**config.mk**
```make
export PLATFORM = sky130hd
export DESIGN_NAME = inst_rom_arb
export DESIGN_NICKNAME = d
export VERILOG_FILES = /design/src/rtl/inst_rom_arb.sv
export SDC_FILE = /design/constraint.sdc
export NUM_CORES = 1
export LEC_CHECK = 0
export BUFFER_PORTS_ARGS = -buffer_cell sky130_fd_sc_hd__buf_2
export CAP_MARGIN = 5
export CORE_MARGIN = 10
export CORE_UTILIZATION = 45
export DETAILED_ROUTE_END_ITERATION = 6
export PLACE_DENSITY_LB_ADDON = 0.08
export SLEW_MARGIN = 25
export SYNTH_ARGS = -nofsm -noshare
export SYNTH_HDL_FRONTEND = slang
export SYNTH_SLANG_ARGS = --single-unit
```
**constraint.sdc**
```tcl
create_clock -name clk_i -period 2.25 [get_ports clk_i]
set_input_delay 0.225 -clock clk_i [delete_from_list [all_inputs] [get_ports clk_i]]
set_output_delay 0.225 -clock clk_i [all_outputs]
set_load 0.01 [all_outputs]
```
**src/rtl/inst_rom_arb.sv**
```systemverilog
// inst_rom_arb: shares one combinational-read instruction ROM between the
// fetch port (F) and the debug/boot-verify port (D). F has fixed priority.
// Each grant returns a registered response one cycle later.
// Optional macro INST_ARB_STARVE_GUARD_EN adds a D wait counter. When the
// counter saturates at MaxWait, D is granted ahead of F for one cycle.
module inst_rom_arb #(
    parameter int unsigned AddrW   = 32,
    parameter int unsigned DataW   = 32,
    parameter int unsigned MaxWait = 8
) (
    input  logic             clk_i,
    input  logic             rst_ni,
    input  logic             f_req_i,
    input  logic [AddrW-1:0] f_addr_i,
    output logic             f_gnt_o,
    output logic             f_valid_o,
    output logic [DataW-1:0] f_inst_o,
    output logic             f_err_o,
    input  logic             d_req_i,
    input  logic [AddrW-1:0] d_addr_i,
    output logic             d_gnt_o,
    output logic             d_valid_o,
    output logic [DataW-1:0] d_inst_o,
    output logic             d_err_o,
    output logic             rom_ce_o,
    output logic [AddrW-1:0] rom_addr_o,
    input  logic [DataW-1:0] rom_inst_i
);

    logic             force_d;
    logic             f_gnt, d_gnt;
    logic             f_mis, d_mis;
    logic             f_valid_q, f_valid_d, d_valid_q, d_valid_d;
    logic             f_err_q, f_err_d, d_err_q, d_err_d;
    logic [DataW-1:0] f_inst_q, f_inst_d, d_inst_q, d_inst_d;

`ifdef INST_ARB_STARVE_GUARD_EN
    localparam int unsigned CntW = $clog2(MaxWait + 1);
    logic [CntW-1:0] wait_q, wait_d;

    // D wait counter: counts denied D cycles, saturates, clears on grant or withdrawal
    always_comb begin
        wait_d = wait_q;
        if (!d_req_i || d_gnt) begin
            wait_d = '0;
        end else if (wait_q != CntW'(MaxWait)) begin
            wait_d = wait_q + 1'b1;
        end
    end

    // Wait counter register
    always_ff @(posedge clk_i or negedge rst_ni) begin
        if (!rst_ni) begin
            wait_q <= '0;
        end else begin
            wait_q <= wait_d;
        end
    end

    // Gate with d_req so a withdrawn D request never steals F's slot
    assign force_d = d_req_i && (wait_q == CntW'(MaxWait));
`else
    assign force_d = 1'b0;
`endif

    // Arbitration. Reset gates the grants so the ROM drive drops asynchronously.
    always_comb begin
        f_gnt = 1'b0;
        d_gnt = 1'b0;
        if (rst_ni) begin
            if (f_req_i && !force_d) begin
                f_gnt = 1'b1;
            end else if (d_req_i) begin
                d_gnt = 1'b1;
            end
        end
    end

    assign f_gnt_o    = f_gnt;
    assign d_gnt_o    = d_gnt;
    assign rom_ce_o   = f_gnt | d_gnt;
    assign rom_addr_o = f_gnt ? f_addr_i : (d_gnt ? d_addr_i : '0);

    assign f_mis = |f_addr_i[1:0];
    assign d_mis = |d_addr_i[1:0];

    // Response next-state. Misaligned reads return zero data with err set.
    always_comb begin
        f_valid_d = f_gnt;
        f_err_d   = f_gnt & f_mis;
        f_inst_d  = f_inst_q;
        d_valid_d = d_gnt;
        d_err_d   = d_gnt & d_mis;
        d_inst_d  = d_inst_q;
        if (f_gnt) begin
            f_inst_d = f_mis ? '0 : rom_inst_i;
        end
        if (d_gnt) begin
            d_inst_d = d_mis ? '0 : rom_inst_i;
        end
    end

    // Response registers
    always_ff @(posedge clk_i or negedge rst_ni) begin
        if (!rst_ni) begin
            f_valid_q <= 1'b0;
            f_err_q   <= 1'b0;
            f_inst_q  <= '0;
            d_valid_q <= 1'b0;
            d_err_q   <= 1'b0;
            d_inst_q  <= '0;
        end else begin
            f_valid_q <= f_valid_d;
            f_err_q   <= f_err_d;
            f_inst_q  <= f_inst_d;
            d_valid_q <= d_valid_d;
            d_err_q   <= d_err_d;
            d_inst_q  <= d_inst_d;
        end
    end

    assign f_valid_o = f_valid_q;
    assign f_err_o   = f_err_q;
    assign f_inst_o  = f_inst_q;
    assign d_valid_o = d_valid_q;
    assign d_err_o   = d_err_q;
    assign d_inst_o  = d_inst_q;

endmodule

```
==> qor.yml <==
setup_path:
  cp_slowest_stage_delay_ps: 510
  r2r_slack_ps: 1470
  rr_worst_depth: 1
  cp_common_cell: "buf_2"
  cp-end-kind: "output pin"
  worstReg2RegStart: "d_inst_o[26]$_DFFE_PN0N_"
  critPathRequiredTime_ps: 2030
  path_cells: "dlygate4sd3_1 -> buf_2 -> and3b_2 -> buf_12 -> a22o_1 -> buf_2"
  slowest_stage: "dlygate4sd3_1"
  r2r_end: "d_inst_o[26]$_DFFE_PN0N_"
  crit_fanout: 35
  worstSetupStartpointType: "input pin"
  path_class: "in -> out"
  critPathArrivalTime_ps: 1880
global_route:
  grt_start_max_net_pins: 39
  grt_usage: 0.2073
  grt_pass1_wl_mm: 16.64
  antenna_found_initial: 0
  grt_pass1_vias: 2995
  grt-ovfl-total: 0
finish:
  area_growth_pct: 40.97
  ff_latch_area_mm2: 0.001702
  finalNetCount: 524
  layout-drive-gt1-share: 0.5991
  nFillCells: 542
  multiInputGateArea_mm2: 0.001232
synthesis:
  syn_inst: 229
  yosys.cell_types.count: 15
  synth_common_cells: "dfrtp_1 (68), a22o_1 (64), nor3b_1 (32)"
  synth.largest_area_cell: "dfrtp_1"
  synthDominantCellAreaShare: 0.5571
  synthArstFlopShare: 1.000
  synth-seq-area-share: 0.5571
  synth_area_mm2: 0.003054
  synth_warnings: 0
  synthMostInstantiatedCell: "dfrtp_1"
  synthTopCellsByArea: "dfrtp_1 (56%), a22o_1 (18%), mux2_2 (9.6%), nor3b_1 (7.9%), mux2_4 (2.9%)"
  synth_top_flop_cell: "dfrtp_1"
  ys_ff_latch: 68
  syn_nets: 329
  synth-edff-count: 0
  avgSynthCellArea_um2: 13.34
floorplanning:
  fp.dieH_um: 102.4
  dieArea_mm2: 0.01048
  initial_utilization: 0.4729
  fp.dieW_um: 102.4
  core_mm2: 0.006459
  io_pins: 203
  placement_rows: 29
power_and_ir_drop:
  vdd_drop_max_mv: 0.4448
  power.density_mw_per_mm2: 664.7
  p_sw_frac: 0.2866
  leakage_nw: 2.417
  sequentialPowerShare: 0.480
  p_comb_frac: 0.206
  power_mw: 2.862
  switching_power_uw: 820.2
  internal_power_mw: 2.042
  p_clk_frac: 0.314
route:
  routed-via-count: 2796
  first_iter_violations: 122
  vias_per_cell: 5.515
  wl_mm: 11.29
  wl_per_cell_um: 22.27
  drt-pass1-iter-count: 4
  drc: 0
  drtAntennaViolNets: 0
timing:
  slew_headroom: 0.5350
  setup_viol: 0
  hold_viol: 0
  worst_pin_slew_ps: 697.4
  rsz0062_at_grt: "no"
  whs_ps: 111.2
  setup_tns_ps: 0
  min_period_ps: 2107
  post-route-period-util: 0.9366
  slew_viol_final: 0
  clock_skew_ps: 0
  fmax_ghz: 0.4746
placed_design:
  port_buffers: 202
  finalWeightedCongestion: 0.9374
  dp_hpwl_mm: 8.767
clock_network:
  root_buffer: "clkbuf_8"
  clock-sinks: 68
  cts_resized: 0
  cts_tree: "yes"
  cts_setup_buffers: 0
  htreeDepth: 3
  numCtsBuffers: 9
  hold_buffers: 1
  cts_max_path_buffers: 2
  clk_pin_slew_ps: 80
  clkLatencyLatePin_ps: 330
min_path:
  hp-start: "rom_inst_i[23]"
  hp-class: "in -> reg"
  min_path_cells: 2
  whs_endpoint: "f_inst_o[23]$_DFFE_PN0P_"
status:
  outcome: "finished, final reports clean"
run:
  maxCapViolCount: 0
## through the flow
step | utilization | instances | area, um^2 | setup WS [ps]
after floorplan | - | 229 | 3054 | 965.1
after global placement | 0.6372 | 489 | 4115 | 681.8
after detailed placement | 0.6372 | 489 | 4115 | 655.5
after CTS | 0.6662 | 506 | 4303 | 148.9
after global routing | 0.6662 | 506 | 4303 | 88.46
final | 0.6666 | 507 | 4305 | 142.7
## power by group through the flow
stage                     Sequential [mW]  Combinational, mW  Clock, mW
after detailed placement             1.40              0.599          0
after global routing                 1.39              0.639      0.976
after global placement               1.39              0.587          0
after CTS                            1.37              0.600      0.932
after floorplan                      1.44              0.227          0
final                                1.37              0.589      0.900
## cell type report
type | instances | area share
flip-flops and latches | 68 | 0.3952
clock buffers | 11 | 0.03284
multi-input cells | 135 | 0.2863
repair buffers | 209 | 0.2534
diodes | 1 | 0.0005812
clock inverters | 5 | 0.008428
well taps | 77 | 0.02238
inverters | 1 | 0.0008718
## worst max-delay path: cells and delay by family
kind	cells	cell delay (ps)
buffers and inverters	4	1040
and+or+nand+nor	1	410
AOI/OAI and AO/OA	1	180
## kinds of logic (layout without fill, tap and decap cells)
kind of cell,count (synthesis),in the layout,synth area share
flops,68,68,0.5571
other cells,0,1,0
compound gates,66,66,0.1884
buf+inv,26,226,0.03974
mux,32,32,0.1254
simple gates,37,37,0.08931
## cell usage in the layout (no fill, tap or decap)
master	synthesis	routed
o21a_1	2	2
dlygate4sd3_1	0	1
dfrtp_1	68	68
nor3b_1	32	32
mux2_4	6	6
clkbuf_8	0	10
and4bb_2	1	1
clkinvlp_4	0	3
diode_2	0	1
a22o_1	64	64
inv_6	0	1
buf_4	0	4
clkinv_2	0	1
nand2_1	1	1
clkbuf_1	10	1
and3b_2	0	1
nor2_1	2	2
buf_12	0	2
buf_2	13	202
inv_1	1	1
mux2_2	26	26
## worst max-delay path by stage
stage                     startpoint        endpoint  slack, ps
final                         rst_ni   rom_addr_o[3]        140
after global routing          rst_ni   rom_addr_o[3]         90
after CTS                     rst_ni   rom_addr_o[3]        150
after detailed placement     f_req_i   rom_addr_o[3]        660
after global placement       f_req_i   rom_addr_o[3]        680
after floorplan              f_req_i  rom_addr_o[23]        970
## layer usage
layer,global-route usage,share of wire,vias up
met5,0,0,-
met4,0.1052,0.032,0
met3,0.08030,0.11,24
met2,0.3664,0.51,139
met1,0.2086,0.35,1366
li1,-,-,1267
## sequential cells by signal, indices dropped and copies added, names as in the netlist
signal,flops
d_inst_o,32
f_inst_o,32
d_err_o,1
d_valid_o,1
f_err_o,1
f_valid_o,1
(Power assumes the default switching activity.)
